[config.mk]
export PLATFORM = sky130hd
export DESIGN_NAME = regfile_sb
export DESIGN_NICKNAME = d
export VERILOG_FILES = /design/src/rtl/regfile_sb.sv
export SDC_FILE = /design/constraint.sdc
export NUM_CORES = 1
export LEC_CHECK = 0
export CORE_UTILIZATION = 57
export DETAILED_ROUTE_END_ITERATION = 8
export PLACE_DENSITY = 0.81
export SLEW_MARGIN = 20
export SYNTH_ARGS = -nofsm -noshare
export SYNTH_HDL_FRONTEND = slang
export SYNTH_SLANG_ARGS = --single-unit
[constraint.sdc]
create_clock -name clk -period 4.65 [get_ports clk]
set_clock_uncertainty 0.2 [all_clocks]
set_input_delay 0.6975 -clock clk [delete_from_list [all_inputs] [get_ports clk]]
set_output_delay 0.6975 -clock clk [all_outputs]
set_load 0.1 [all_outputs]
[src/rtl/regfile_sb.sv]
// Multi-port register file with optional write-to-read forwarding, optional hardwired
// zero register and a one-bit-per-register pending-write scoreboard for RAW hazard detection.
module regfile_sb #(
    parameter int DATA_W   = 8,
    parameter int ADDR_W   = 3,
    parameter int BYPASS   = 1,
    parameter int ZERO_REG = 0
) (
    input  logic                     clk,
    input  logic                     rst,
    input  logic [ADDR_W-1:0]        A1,
    input  logic [ADDR_W-1:0]        A2,
    output logic [DATA_W-1:0]        RD1,
    output logic [DATA_W-1:0]        RD2,
    output logic                     BUSY1,
    output logic                     BUSY2,
    input  logic [ADDR_W-1:0]        A3,
    input  logic [DATA_W-1:0]        WD3,
    input  logic                     WE3,
    input  logic [ADDR_W-1:0]        IA,
    input  logic                     IE,
    output logic [(1<<ADDR_W)-1:0]   PEND
);

    localparam int NREG = 1 << ADDR_W;

    logic [DATA_W-1:0] data_vec [NREG];
    logic [NREG-1:0]   pend_vec;

    // One storage slot per register; the async clear rules out RAM inference.
    for (genvar gi = 0; gi < NREG; gi++) begin : g_reg
        if (ZERO_REG != 0 && gi == 0) begin : g_zero
            assign data_vec[gi] = '0;
            assign pend_vec[gi] = 1'b0;
        end else begin : g_live
            logic [DATA_W-1:0] val_reg;
            logic              pend_reg;
            logic              wr_hit;
            logic              iss_hit;

            assign wr_hit  = WE3 && (A3 == ADDR_W'(gi));
            assign iss_hit = IE  && (IA == ADDR_W'(gi));

            // An issue on the same edge as a writeback wins: the new producer
            // supersedes the one being retired.
            always_ff @(posedge clk or posedge rst) begin
                if (rst) begin
                    val_reg  <= '0;
                    pend_reg <= 1'b0;
                end else begin
                    if (wr_hit) begin
                        val_reg <= WD3;
                    end
                    if (iss_hit) begin
                        pend_reg <= 1'b1;
                    end else if (wr_hit) begin
                        pend_reg <= 1'b0;
                    end
                end
            end

            assign data_vec[gi] = val_reg;
            assign pend_vec[gi] = pend_reg;
        end
    end

    assign PEND = pend_vec;

    logic [ADDR_W-1:0] addr_p [2];
    logic [DATA_W-1:0] rd_p   [2];
    logic              busy_p [2];

    assign addr_p[0] = A1;
    assign addr_p[1] = A2;

    for (genvar gi = 0; gi < 2; gi++) begin : g_port
        logic [DATA_W-1:0] rd_val;
        logic              busy_val;

        always_comb begin
            rd_val   = '0;
            busy_val = 1'b0;
            if (!rst) begin
                if (ZERO_REG != 0 && addr_p[gi] == '0) begin
                    rd_val   = '0;
                    busy_val = 1'b0;
                end else if (BYPASS != 0 && WE3 && A3 == addr_p[gi]) begin
                    rd_val   = WD3;
                    busy_val = 1'b0;
                end else begin
                    rd_val   = data_vec[addr_p[gi]];
                    busy_val = pend_vec[addr_p[gi]];
                end
            end
        end

        assign rd_p[gi]   = rd_val;
        assign busy_p[gi] = busy_val;
    end

    assign RD1   = rd_p[0];
    assign RD2   = rd_p[1];
    assign BUSY1 = busy_p[0];
    assign BUSY2 = busy_p[1];

endmodule

==> flow_summary.ini <==
[outcome]
status = finished, final reports clean

[place]
placed_area_mm2 = 0.005001
port-buffer-count = 49
dp_worst_setup_slack_ps = 834.2
gp_congestion = 0.8164
dpl.hpwl_mm = 6.286

[floorplanning]
start_util = 0.5936
die_w_um = 89.38
io_pins = 50
core_area_mm2 = 0.007331
die_h_um = 89.38
die_area_mm2 = 0.007988
rows = 31

[drt]
drc = 0
num_vias = 2813
wl_per_cell_um = 21.56
ant_nets = 0
drt_iter0_drc = 153
routed_wl_mm = 9.509
drtPass1Iterations = 4
avgViaCountPerCell = 6.379

[critical_path]
crit_arrival_ps = 2920
cpLargestDelayFamily = buffers and inverters
cpMaxStageDelayCell = clkdlybuf4s50_1
max_stage_delay_ps = 830
crit_fanout = 10
crit_chain = clkdlybuf4s50_1 -> xnor2_1 -> nand4_1 -> buf_4 -> o21ai_0 -> a21oi_1 -> buf_12
crit_path_end_kind = primary output
startpoint_type = input pin
critical_path_required_ps = 3750
worstSetupPathType = input pin to primary output
path_buf_inv = 3

[sta]
period_share = 0.8212
worst_pin_slew_ps = 967.5
slew-limit-headroom = 0.3530
timing.final.ws_setup_ps = 831.5
rsz0062_at_grt = no
final_hold_viol_count = 0
tns_ps = 0
setup_violations = 0
slew_violations = 0
fmax_mhz = 261.9
min_period_ps = 3819

[power_and_ir_drop]
intPower_mw = 1.401
p_sw_frac = 0.3692
p_sw_mw = 0.8199
ir_drop_v = 0.0002876
leakage_nw = 2.217
p_comb_frac = 0.398
p_clk_frac = 0.214
seq_power_share = 0.388
power_density_mw_per_mm2 = 428.1

[cts]
cts.sinks = 72
htree_num_levels = 3
cts.clk_slew.worst_paths_ps = 70
cts_inserted_buffers = 9
clock_insertion_delay_worst_skew_ps = 330
cts-root-buf = clkbuf_8
cts_tree = yes
clk_path_buf_depth = 2
post_cts_buffers = 0
ctsResizeCount = 0
cts_hold_buf = 0

[global_route]
grt_pass1_wl_mm = 14.55
grt_pass1_vias = 2723
antenna_found_initial = 0
grt_max_degree = 91
grt_overflow = 0
track_usage = 0.2577

[run]
maxCapViolCount = 0

[synthesis]
synth_common_cells = dfrtp_1, mux2_2, mux4_1, o21ai_0, mux2i_1
synth_edf_count = 0
ys.flop_type = dfrtp_1
ys_seq_area_frac = 0.4140
ys_top_cells_by_area = dfrtp_1, mux4_1, mux2_2, mux2i_1, o21ai_0
synth_cell_types = 26
yosysTopAreaCell = dfrtp_1
syn_inst = 299
synth_most_common_cell = dfrtp_1
ys_warn_count = 0
ys_async_sr_fraction = 1.000
syn_avg_cell_area_um2 = 14.55
syn_nets = 323
netlist.area_leader.share = 0.4140
ys_ff_latch = 72
netlist_area_mm2 = 0.004352

[cells_and_area]
drive_above_1_share = 0.3509
layout-area-overhead-vs-synth_pct = 19.21
nNetsFinal = 362
fin_area_mm2 = 0.005187
largest_reg_flops = 64
diodes = 0

[worst_hold_path]
holdCritPathClass = flop to flop
[cells by family after synthesis]
logic type                Yosys count  share of synthesized area
DFF                                72                     0.4140
xor gates and xnor gates            6                    0.01208
buffers and inverters              38                    0.05837
muxes                             118                     0.4209
AOI/OAI and AO/OA                  40                    0.04831
and+or+nand+nor                    25                    0.04629
[power by group through the flow]
stage	sequential (mW)	combinational [mW]	clock [mW]
2_1_floorplan	0.831	0.687	0
3_3_place_gp	0.852	0.873	0
3_5_place_dp	0.870	0.888	0
5_1_grt	0.878	0.927	0.513
4_1_cts	0.858	0.890	0.480
6_report	0.861	0.884	0.475
[worst paths after layout]
kind,from,end,slack [ps],cells past startpoint
worst max-delay path,A3[0],RD1[2],830,7
worst min register to register,g_reg[5].g_live.val_reg[6],g_reg[5].g_live.val_reg[6],320,1
max in group asynchronous,rst,g_reg[7].g_live.val_reg[2],3320,3
min in group asynchronous,rst,g_reg[6].g_live.val_reg[3],560,3
worst min-delay path,g_reg[5].g_live.val_reg[6],g_reg[5].g_live.val_reg[6],320,1
worst max register to register,g_reg[1].g_live.val_reg[0],g_reg[1].g_live.val_reg[0],3640,1
[stage by stage]
stage | utilization | instances | hold slack (ps) | power (mW)
after floorplan | - | 299 | 283.6 | 1.518
after global placement | 0.6822 | 426 | 294.7 | 1.725
after detailed placement | 0.6822 | 426 | 305.1 | 1.758
after CTS | 0.7076 | 441 | 321.2 | 2.229
after global routing | 0.7076 | 441 | 336.7 | 2.318
final | 0.7076 | 441 | 317.9 | 2.221
[cell type report]
class | instances | area (µm²)
multi-input cells | 189 | 2296
clock inverters | 5 | 58.81
fillers | 464 | 2143
inverters | 5 | 18.77
well taps | 99 | 123.9
flip-flops and latches | 72 | 1802
clock buffers | 10 | 127.6
repair buffers | 61 | 760.7
[layer usage]
metal,up-vias,routed length [µm],track usage
met3,11,499,0.06556
met4,0,146,0.09380
met5,-,0,0
met2,95,4791,0.4212
met1,1464,4072,0.3363
li1,1243,-,-
[cells in the final DEF (no fill, tap or decap)]
cell and instances:
a21oi_1 16, buf_12 18, buf_4 12, bufinv_16 1, clkbuf_1 1, clkbuf_8 9
clkdlybuf4s50_1 31, clkinv_2 1, clkinv_4 1, clkinvlp_4 2, dfrtp_1 72, inv_1 4
inv_2 1, mux2_2 64, mux2i_1 18, mux4_1 32, mux4_2 4, nand2_1 9
nand2b_1 3, nand2b_4 1, nand4_1 3, nand4b_1 1, nand4b_2 2, nor2_1 2
nor3_4 2, nor3b_4 2, o21ai_0 20, o22ai_1 2, o32ai_1 2, xnor2_1 6
No activity file was read; power rests on OpenSTA's default activity.
